File: src/rtl/parking_lot_ctrl_pkg.sv
// Shared types for the parking-lot controller: gate FSM states and sensor codes.
// Sensor codes are {outer, inner}, 1 = beam blocked.
package parking_pkg;

   typedef enum logic [2:0] {IDLE, EN1, EN2, EN3, EX1, EX2, EX3} gate_state_t;

   localparam logic [1:0] CLR  = 2'b00;
   localparam logic [1:0] OUT  = 2'b10;
   localparam logic [1:0] IN   = 2'b01;
   localparam logic [1:0] BOTH = 2'b11;

   // Sensor code a gate must be showing while it sits in a given state.
   function automatic logic [1:0] state_code(input gate_state_t s);
      case (s)
         EN1, EX3: state_code = OUT;
         EN2, EX2: state_code = BOTH;
         EN3, EX1: state_code = IN;
         default:  state_code = CLR;
      endcase
   endfunction

endpackage

File: src/rtl/parking_lot_ctrl_if.sv
// Sensor inputs and occupancy outputs of the parking-lot controller.
// master = sensor/display side, slave = controller side.
interface parking_lot_ctrl_if #(
   parameter int NUM_GATES = 2,
   parameter int CAPACITY  = 16
);
   localparam int CNT_W = $clog2(CAPACITY + 1);

   logic [NUM_GATES-1:0] outer;
   logic [NUM_GATES-1:0] inner;
   logic [NUM_GATES-1:0] enter_pulse;
   logic [NUM_GATES-1:0] exit_pulse;
   logic [CNT_W-1:0]     count;
   logic                 full;
   logic                 empty;
   logic [NUM_GATES-1:0] gate_fault;
   logic                 sat_err;
   logic [CNT_W-1:0]     peak;

   modport master (
      output outer, inner,
      input  enter_pulse, exit_pulse, count, full, empty, gate_fault, sat_err, peak
   );

   modport slave (
      input  outer, inner,
      output enter_pulse, exit_pulse, count, full, empty, gate_fault, sat_err, peak
   );

endinterface

File: src/rtl/parking_lot_ctrl_gate_fsm.sv
// One gate: 2-flop sensor synchronizer, entry/exit direction FSM, registered
// pulses and sticky fault flag for illegal two-bit sensor jumps.
module gate_fsm
   import parking_pkg::*;
(
   input  logic clk,
   input  logic reset_n,
   input  logic outer,
   input  logic inner,
   output logic enter_pulse,
   output logic exit_pulse,
   output logic gate_fault
);

   logic [1:0]  sync_p0;
   logic [1:0]  sync_p1;
   gate_state_t state;

   always_ff @(posedge clk or negedge reset_n) begin
      if (!reset_n) begin
         sync_p0     <= CLR;
         sync_p1     <= CLR;
         state       <= IDLE;
         enter_pulse <= 1'b0;
         exit_pulse  <= 1'b0;
         gate_fault  <= 1'b0;
      end else begin
         // synchronizer stages
         sync_p0     <= {outer, inner};
         sync_p1     <= sync_p0;
         enter_pulse <= 1'b0;
         exit_pulse  <= 1'b0;
         // every single-bit change is either a forward or a backward step, so
         // only a two-bit change needs separate handling
         if ((sync_p1 ^ state_code(state)) == BOTH) begin
            state      <= IDLE;
            gate_fault <= 1'b1;
         end else begin
            case (state)
               IDLE: if (sync_p1 == OUT) state <= EN1;
                     else if (sync_p1 == IN) state <= EX1;
               EN1:  if (sync_p1 == BOTH) state <= EN2;
                     else if (sync_p1 == CLR) state <= IDLE;
               EN2:  if (sync_p1 == IN) state <= EN3;
                     else if (sync_p1 == OUT) state <= EN1;
               EN3:  if (sync_p1 == CLR) begin
                        state       <= IDLE;
                        enter_pulse <= 1'b1;
                     end else if (sync_p1 == BOTH) state <= EN2;
               EX1:  if (sync_p1 == BOTH) state <= EX2;
                     else if (sync_p1 == CLR) state <= IDLE;
               EX2:  if (sync_p1 == OUT) state <= EX3;
                     else if (sync_p1 == IN) state <= EX1;
               EX3:  if (sync_p1 == CLR) begin
                        state      <= IDLE;
                        exit_pulse <= 1'b1;
                     end else if (sync_p1 == BOTH) state <= EX2;
               default: state <= IDLE;
            endcase
         end
      end
   end

endmodule

File: src/rtl/parking_lot_ctrl.sv
// Multi-gate parking-lot controller: per-gate FSMs feed a saturating occupancy
// counter. Optional peak tracking is built when PARKING_PEAK_TRACK_EN is defined.
module parking_lot_ctrl
   import parking_pkg::*;
#(
   parameter int NUM_GATES = 2,
   parameter int CAPACITY  = 16,
   localparam int CNT_W    = $clog2(CAPACITY + 1)
) (
   input logic clk,
   input logic reset_n,
   parking_lot_ctrl_if.slave bus
);

   localparam int SUM_W = CNT_W + 4;
   localparam logic signed [SUM_W-1:0] CAP_S = SUM_W'(CAPACITY);

   logic [NUM_GATES-1:0]     enter_vec;
   logic [NUM_GATES-1:0]     exit_vec;
   logic [NUM_GATES-1:0]     fault_vec;
   logic [CNT_W-1:0]         count_q;
   logic                     sat_q;
   logic signed [SUM_W-1:0]  sum_p0;
   logic                     sat_now;

   function automatic logic signed [SUM_W-1:0] popcount(input logic [NUM_GATES-1:0] v);
      logic signed [SUM_W-1:0] n;
      n = '0;
      for (int i = 0; i < NUM_GATES; i++) n = n + SUM_W'(v[i]);
      return n;
   endfunction

   function automatic logic [CNT_W-1:0] clamp(input logic signed [SUM_W-1:0] x);
      if (x < 0)          return '0;
      else if (x > CAP_S) return CNT_W'(CAPACITY);
      else                return x[CNT_W-1:0];
   endfunction

   for (genvar g = 0; g < NUM_GATES; g++) begin : g_gate
      gate_fsm u_gate (
         .clk         (clk),
         .reset_n     (reset_n),
         .outer       (bus.outer[g]),
         .inner       (bus.inner[g]),
         .enter_pulse (enter_vec[g]),
         .exit_pulse  (exit_vec[g]),
         .gate_fault  (fault_vec[g])
      );
   end

   // merge stage: simultaneous events from all gates net out before clamping
   always_comb begin
      sum_p0  = $signed({4'b0000, count_q}) + popcount(enter_vec) - popcount(exit_vec);
      sat_now = (sum_p0 < 0) || (sum_p0 > CAP_S);
   end

   always_ff @(posedge clk or negedge reset_n) begin
      if (!reset_n) begin
         count_q <= '0;
         sat_q   <= 1'b0;
      end else begin
         count_q <= clamp(sum_p0);
         if (sat_now) sat_q <= 1'b1;
      end
   end

`ifdef PARKING_PEAK_TRACK_EN
   logic [CNT_W-1:0] peak_q;

   always_ff @(posedge clk or negedge reset_n) begin
      if (!reset_n)              peak_q <= '0;
      else if (count_q > peak_q) peak_q <= count_q;
   end

   assign bus.peak = peak_q;
`else
   assign bus.peak = '0;
`endif

   assign bus.enter_pulse = enter_vec;
   assign bus.exit_pulse  = exit_vec;
   assign bus.gate_fault  = fault_vec;
   assign bus.count       = count_q;
   assign bus.sat_err     = sat_q;
   assign bus.full        = (count_q == CNT_W'(CAPACITY));
   assign bus.empty       = (count_q == '0);

endmodule
File: src/flat_wrapper.sv
// flat-port wrapper written by rule: the top's interface ports become plain ports
module parking_lot_ctrl_flat import parking_pkg::*;
#(
   parameter int NUM_GATES = 2,
   parameter int CAPACITY  = 16,
   localparam int CNT_W    = $clog2(CAPACITY + 1)
)
  (clk, reset_n, bus_outer, bus_inner, bus_enter_pulse, bus_exit_pulse, bus_count, bus_full, bus_empty, bus_gate_fault, bus_sat_err, bus_peak);
  parking_lot_ctrl_if #(.NUM_GATES(NUM_GATES), .CAPACITY(CAPACITY)) bus_i ();
  input logic clk;
  input logic reset_n;
  input wire logic [$bits(bus_i.outer)-1:0] bus_outer;
  input wire logic [$bits(bus_i.inner)-1:0] bus_inner;
  output wire logic [$bits(bus_i.enter_pulse)-1:0] bus_enter_pulse;
  output wire logic [$bits(bus_i.exit_pulse)-1:0] bus_exit_pulse;
  output wire logic [$bits(bus_i.count)-1:0] bus_count;
  output wire logic [$bits(bus_i.full)-1:0] bus_full;
  output wire logic [$bits(bus_i.empty)-1:0] bus_empty;
  output wire logic [$bits(bus_i.gate_fault)-1:0] bus_gate_fault;
  output wire logic [$bits(bus_i.sat_err)-1:0] bus_sat_err;
  output wire logic [$bits(bus_i.peak)-1:0] bus_peak;
  assign bus_i.outer = bus_outer;
  assign bus_i.inner = bus_inner;
  assign bus_enter_pulse = bus_i.enter_pulse;
  assign bus_exit_pulse = bus_i.exit_pulse;
  assign bus_count = bus_i.count;
  assign bus_full = bus_i.full;
  assign bus_empty = bus_i.empty;
  assign bus_gate_fault = bus_i.gate_fault;
  assign bus_sat_err = bus_i.sat_err;
  assign bus_peak = bus_i.peak;
  parking_lot_ctrl #(.NUM_GATES(NUM_GATES), .CAPACITY(CAPACITY)) u_core (.clk(clk), .reset_n(reset_n), .bus(bus_i));
endmodule
File: config.mk
export PLATFORM = sky130hd
export DESIGN_NAME = parking_lot_ctrl_flat
export DESIGN_NICKNAME = d
export VERILOG_FILES = /design/src/rtl/parking_lot_ctrl_pkg.sv /design/src/rtl/parking_lot_ctrl_if.sv /design/src/rtl/parking_lot_ctrl_gate_fsm.sv /design/src/rtl/parking_lot_ctrl.sv /design/src/flat_wrapper.sv
export SDC_FILE = /design/constraint.sdc
export NUM_CORES = 1
export LEC_CHECK = 0
export ABC_AREA = 1
export CAP_MARGIN = 20
export CORE_UTILIZATION = 42
export CTS_CLUSTER_SIZE = 28
export DETAILED_ROUTE_END_ITERATION = 10
export PLACE_DENSITY = 0.63
export SLEW_MARGIN = 20
export SYNTH_ARGS = -nofsm -noshare
export SYNTH_HDL_FRONTEND = slang
export SYNTH_HIERARCHICAL = 1
export SYNTH_SLANG_ARGS = --single-unit
export TNS_END_PERCENT = 10
File: constraint.sdc
create_clock -name clk -period 3.3 [get_ports clk]
set_input_delay 0.825 -clock clk [delete_from_list [all_inputs] [get_ports clk]]
set_output_delay 0.825 -clock clk [all_outputs]
set_load 0.02 [all_outputs]
; ---- After elaboration in Yosys (flattened, before gate mapping)
; Index checks and enable logic that the tools add are counted.
[totals]
reg_bits = 26
out_inout_bits = 19
[classes]
n_addsub = 4
n_lt_le_gt_ge = 2
eq_ne = 27
n_mux = 42
n_bitwise = 2
n_reduce_logical = 14
[op_table]
columns = op, n
row1 = 3-bit two-way mux, 26
row2 = 3-bit case mux with 7 select lines, 2
row3 = "4-bit != test, second input constant", 6
row4 = "3-bit equality test, second input constant", 6
row5 = "2-bit equality test, second input constant", 6
row6 = "3-bit by 2-bit equality test with 1-bit output, second input constant", 4
row7 = 2-bit case mux with 3 select lines, 2
row8 = 2-bit OR reduction, 6
row9 = 1-bit two-way mux, 10
row10 = 5-bit two-way mux, 2
row11 = 6-bit by 9-bit adder with 9-bit output, 1
row12 = "9-bit by 6-bit greater-than comparator with 1-bit output, second input constant", 1
row13 = "9-bit by 1-bit less-than comparator with 1-bit output, second input constant", 1
row14 = 9-bit by 3-bit subtractor with 9-bit output, 1
row15 = "3-bit by 1-bit equality test with 1-bit output, second input constant", 2
row16 = 3-bit zero test, 2
row17 = 3-bit AND reduction, 2
row18 = "5-bit equality test, second input constant", 1
row19 = 5-bit zero test, 1
row20 = 1-bit by 1-bit adder with 2-bit output, 2
row21 = "2-bit by 1-bit equality test with 1-bit output, second input constant", 2
row22 = 2-bit zero test, 2
row23 = 2-bit XOR, 2
row24 = 1-bit logical OR, 1

; ---- Depth between registers and ports, before layout
[depth]
depth_word = 7
mapped_depth = 14

; ---- Cells and area by module
; The synthesis kept the hierarchy.
[modules_own_cells]
columns = mod, instances, cells_each, area_per_inst_um2, seq_area_each_um2
row1 = gate_fsm, 2, 99, 705.7, 250.2
row2 = parking_lot_ctrl, 1, 77, 621.8, 150.1

; ---- Worst setup path after synthesis
; No wires, ideal clock.
[synth_path]
path_kind = register to register
from = register u_core.g_gate[0].u_gate.exit_pulse
to = register u_core.count_q[0], in the netlist u_core/bus.count[0]
setup_time_ns = 0.069
t_arrival_ns = 2.532
required_time_ns = 3.231
slack_ns = 0.699
path_stages_with_launch = 13
path_buffers = 0
synth_period_minus_slack_ns = 2.601
cell_sequence = dfrtp_1 > inv_1 > fa_1 > inv_1 > fa_1 > inv_1 > ha_1 > fa_1 > nor3b_1 > nand2_1 > nand3_2 > nand3_4 > nor2_2
[synth_via]
elab_chain_len = 5
[synth_lines]
columns = element, line
row1 = "start, declared", parking_lot_ctrl_gate_fsm.sv:11  ; output logic exit_pulse,
row2 = "start signal, assigned", parking_lot_ctrl_gate_fsm.sv:25  ; exit_pulse <= 1'b0;
row3 = "start signal, assigned", parking_lot_ctrl_gate_fsm.sv:32  ; exit_pulse <= 1'b0;
row4 = "start signal, assigned", parking_lot_ctrl_gate_fsm.sv:56  ; exit_pulse <= 1'b1;
row5 = 1-bit by 1-bit adder with 2-bit output *, parking_lot_ctrl.sv:29  ; for (int i = 0; i < NUM_GATES; i++) n = n + SUM_W'(v[i]);
row6 = 9-bit by 3-bit subtractor with 9-bit output *, parking_lot_ctrl.sv:53  ; sum_p0 = $signed({4'b0000, count_q}) + popcount(enter_vec) - popcount(exit_vec);
row7 = 9-bit by 6-bit greater-than comparator with 1-bit output, parking_lot_ctrl.sv:35  ; else if (x > CAP_S) return CNT_W'(CAPACITY);
row8 = 5-bit two-way mux, parking_lot_ctrl.sv:35
row9 = 5-bit two-way mux *, parking_lot_ctrl.sv:34  ; if (x < 0) return '0;
row10 = "end signal, assigned", parking_lot_ctrl.sv:62  ; count_q <= clamp(sum_p0);
row11 = "end, declared", parking_lot_ctrl.sv:21  ; logic [CNT_W-1:0] count_q;
; Every way passes the cells marked *; elsewhere a longest branch is shown, timed or not.
; A chain may end at the register's enable or synchronous reset.

; ---- Worst setup path in the final report
[layout_path]
from = register u_core.g_gate[1].u_gate.enter_pulse
to = register u_core.count_q[2], in the netlist u_core/bus.count[2]
[layout_via]
elab_chain_len = 6
[layout_lines]
columns = element, line
row1 = "start, declared", parking_lot_ctrl_gate_fsm.sv:10  ; output logic enter_pulse,
row2 = "start signal, assigned", parking_lot_ctrl_gate_fsm.sv:24  ; enter_pulse <= 1'b0;
row3 = "start signal, assigned", parking_lot_ctrl_gate_fsm.sv:31  ; enter_pulse <= 1'b0;
row4 = "start signal, assigned", parking_lot_ctrl_gate_fsm.sv:48  ; enter_pulse <= 1'b1;
row5 = 1-bit by 1-bit adder with 2-bit output *, parking_lot_ctrl.sv:29
row6 = 6-bit by 9-bit adder with 9-bit output *, parking_lot_ctrl.sv:53
row7 = 9-bit by 3-bit subtractor with 9-bit output *, parking_lot_ctrl.sv:53
row8 = 9-bit by 6-bit greater-than comparator with 1-bit output, parking_lot_ctrl.sv:35
row9 = 5-bit two-way mux, parking_lot_ctrl.sv:35
row10 = 5-bit two-way mux *, parking_lot_ctrl.sv:34
; Marks and branches as above.

==> results.md <==
* Status: finished, final reports clean
* P_int at 0.000719 W
* Post-route cell area at 2290 um2
* Hold Fails Final Rpt at 0
* Final setup violation count at 0
* HP Class: flop to flop
* # DRC at 0
* Height of the die at between 70 and 80 um
* Worst Path Required at ~3.5 ns
* Final worst path period share at 0.792
* Total number of vias at 1679
* Vias in the first global route at 1566
* Commonest non-fill, non-tap cells in the layout: nand2_1 (71), inv_1 (41), nand3_1 (31)
* CTS clock-pin slew for the worst setup and hold paths at 0.08 ns
* Final setup TNS at 0 ns
* Global-route wire length before repair at 6590 um
* CORE AREA at 4500 um2
* Switching pwr at between 0.0006 and 0.0007 W
* Clk sinks at 26
* DP HPWL at ~3000 um
* Antenna diodes at 0
* Starting density of the core at 0.451
* Worst-case clock buffer depth at 2
* Synthesized flop and latch total at 26
* Share of cells above drive strength 1 at 0.132
* CTS Buf Count at 3
* Initial antenna violation count at 0
* Vias per cell at ~4.8
* Max-slew violation count at 0
* Iter 0 DRT Violations at 56
* PortBufs at 19
* Synthesized instance count at 275
* DIE AREA at 5120 um2
* Leading cell type in the layout, fill and taps excluded: nand2_1
* Post-synthesis average cell area at approximately 7.4 um2
* Critical path startpoint category: flop
* Final min period at around 2.6 ns
* Worst setup margin at 0.687 ns
* Sequential area share after synthesis at 0.320
* Sw Share at 0.463
* Clk pwr share at 0.126
* Max_cap viols at 0
* CTS root buf: clkbuf_8
* Largest net degree at the start of global routing at 27
* Worst slack, placed at 0.685 ns
* RSZ-0062 raised after global routing: false
* Final #Nets at 324
* CP arrival at 2.81 ns
* Logic pwr share at 0.563
* Total power at 0.00134 W
* Die X at 71.6 um
* Final Wtd Congestion at between 0.9 and 1
* Hold_buf cts at 0
* Crit-path max FO at 3
* TritonRoute pass-1 iters at 4
* Highest clock rate at 383 MHz
* Pleak at ~1.2 nW
* Sequential share of power at 0.310
* Grt total ovfl at 0
* Clock Latency Late Sink at 0.26 ns
* PwrDens at 583 nW/um2
* Critical setup path kind: flop to flop
* Routed Antenna Nets at 0
* WL per Instance at 10.5 um
* Total I/O pin count at 25
* Detailed Route WL at 3640 um
* Cell row count at 24
* Netlist cell types at 28
* Crit end category: flop
* Post_cts resized at 0
* Synth Warn # at 6
* Post-CTS Setup Inserts at 0
* Placed inst area at ~2300 um2
* Area Overhead vs Synth at 12.7%
* CTS tree: done
* H-tree depth at 1
* Maximum vdd ir drop at 0.322 mV
* Synth Cell Area at a little over 2000 um2
* Worst Skew at about 0.003 ns
* Total Routing Usage GR at 0.160
[registers in the layout, indices dropped and copies added (netlist names)]
register and count:
u_core/g_gate.u_gate/state 6, u_core/bus.count 5, u_core/g_gate.u_gate/sync_p0 4, u_core/g_gate.u_gate/sync_p1 4, u_core/g_gate.u_gate/enter_pulse 2, u_core/g_gate.u_gate/exit_pulse 2, u_core/g_gate.u_gate/gate_fault 2, u_core/bus.sat_err 1
[cells in the mapped netlist (all sizes together)]
| library cell | instances | area [um2] |
|---|---|---|
| o2111ai | 2 | 17.5 |
| nand4 | 1 | 6.26 |
| inv | 50 | 188 |
| nand3 | 36 | 228 |
| xor2 | 2 | 17.5 |
| dfrtp | 26 | 651 |
| nand2 | 83 | 342 |
| clkinv | 2 | 7.51 |
| fa | 3 | 60.1 |
| o22ai | 2 | 12.5 |
| a21boi | 1 | 7.51 |
| nor2 | 25 | 109 |
| conb | 1 | 3.75 |
| nor3b | 1 | 7.51 |
| ha | 18 | 225 |
| o21ai | 8 | 47.6 |
| buf | 7 | 60.1 |
| a21oi | 5 | 28.8 |
| o211ai | 2 | 15.0 |
[worst max-delay path: stages, from the launching register on]
cell and delay, ns:
dfrtp_1 0.40, fa_1 0.53, inv_1 0.05, fa_1 0.35, inv_1 0.07, ha_1 0.17, fa_1 0.44, nor3b_1 0.18
nand2_1 0.08, nand3_2 0.11, nand3_4 0.09, nor2_2 0.08
[power by group through the flow]
| stage | sequential (W) | clock, W | combinational [W] |
|---|---|---|---|
| 6_report | 0.000415 | 0.000169 | 0.000754 |
| 5_1_grt | 0.000425 | 0.000192 | 0.000852 |
| 4_1_cts | 0.000416 | 0.000181 | 0.000755 |
| 3_5_place_dp | 0.000423 | 0 | 0.000751 |
| 3_3_place_gp | 0.000424 | 0 | 0.000748 |
| 2_1_floorplan | 0.000403 | 0 | 0.000614 |
[per-layer routing]
metal  share of wire  vias up  GRT usage
met5               0        -          0
met4          0.0096        0     0.0392
met3           0.045        4     0.0295
met2            0.46       46      0.270
met1            0.49      737      0.214
li1                -      892          -
[cell families (layout without fill, tap and decap cells)]
family | Yosys count | count (layout) | synth area share
flops | 26 | 26 | 0.320
fa+ha+maj | 21 | 21 | 0.140
simple gates | 146 | 146 | 0.340
buf+inv | 59 | 75 | 0.126
compound gates | 20 | 20 | 0.0634
xor+xnor | 2 | 2 | 0.00862
other cells | 1 | 5 | 0.00184
[cell type report]
| class | instances | area [um2] |
|---|---|---|
| Fill cell | 454 | 2210 |
| Multi-Input combinational cell | 194 | 1140 |
| Timing Repair Buffer | 20 | 198 |
| Clock buffer | 3 | 41.3 |
| Sequential cell | 26 | 651 |
| Inverter | 52 | 195 |
| Tap cell | 52 | 65.1 |
[stage by stage]
| step | util | instances | hold slack (ns) |
|---|---|---|---|
| 6_report | 0.509 | 347 | 0.352 |
| 4_1_cts | 0.509 | 347 | 0.355 |
| 5_1_grt | 0.509 | 347 | 0.365 |
| 2_1_floorplan | - | 279 | 0.331 |
| 3_5_place_dp | 0.500 | 344 | 0.335 |
| 3_3_place_gp | 0.500 | 344 | 0.333 |
[final timing paths]
path                            slack [ns]                           startpoint  cells past startpoint                            endpoint
worst max-delay path                  0.69  u_core/g_gate[1].u_gate/enter_pulse                     11                 u_core/bus.count[2]
worst min-delay path                  0.35   u_core/g_gate[1].u_gate/sync_p0[0]                      0  u_core/g_gate[1].u_gate/sync_p1[0]
worst max register to register        0.69  u_core/g_gate[1].u_gate/enter_pulse                     11                 u_core/bus.count[2]
worst min register to register        0.35   u_core/g_gate[1].u_gate/sync_p0[0]                      0  u_core/g_gate[1].u_gate/sync_p1[0]
max in group asynchronous             2.14                              reset_n                      2                 u_core/bus.count[2]
min in group asynchronous             0.92                              reset_n                      2    u_core/g_gate[0].u_gate/state[1]
No activity file was read; power rests on OpenSTA's default activity.
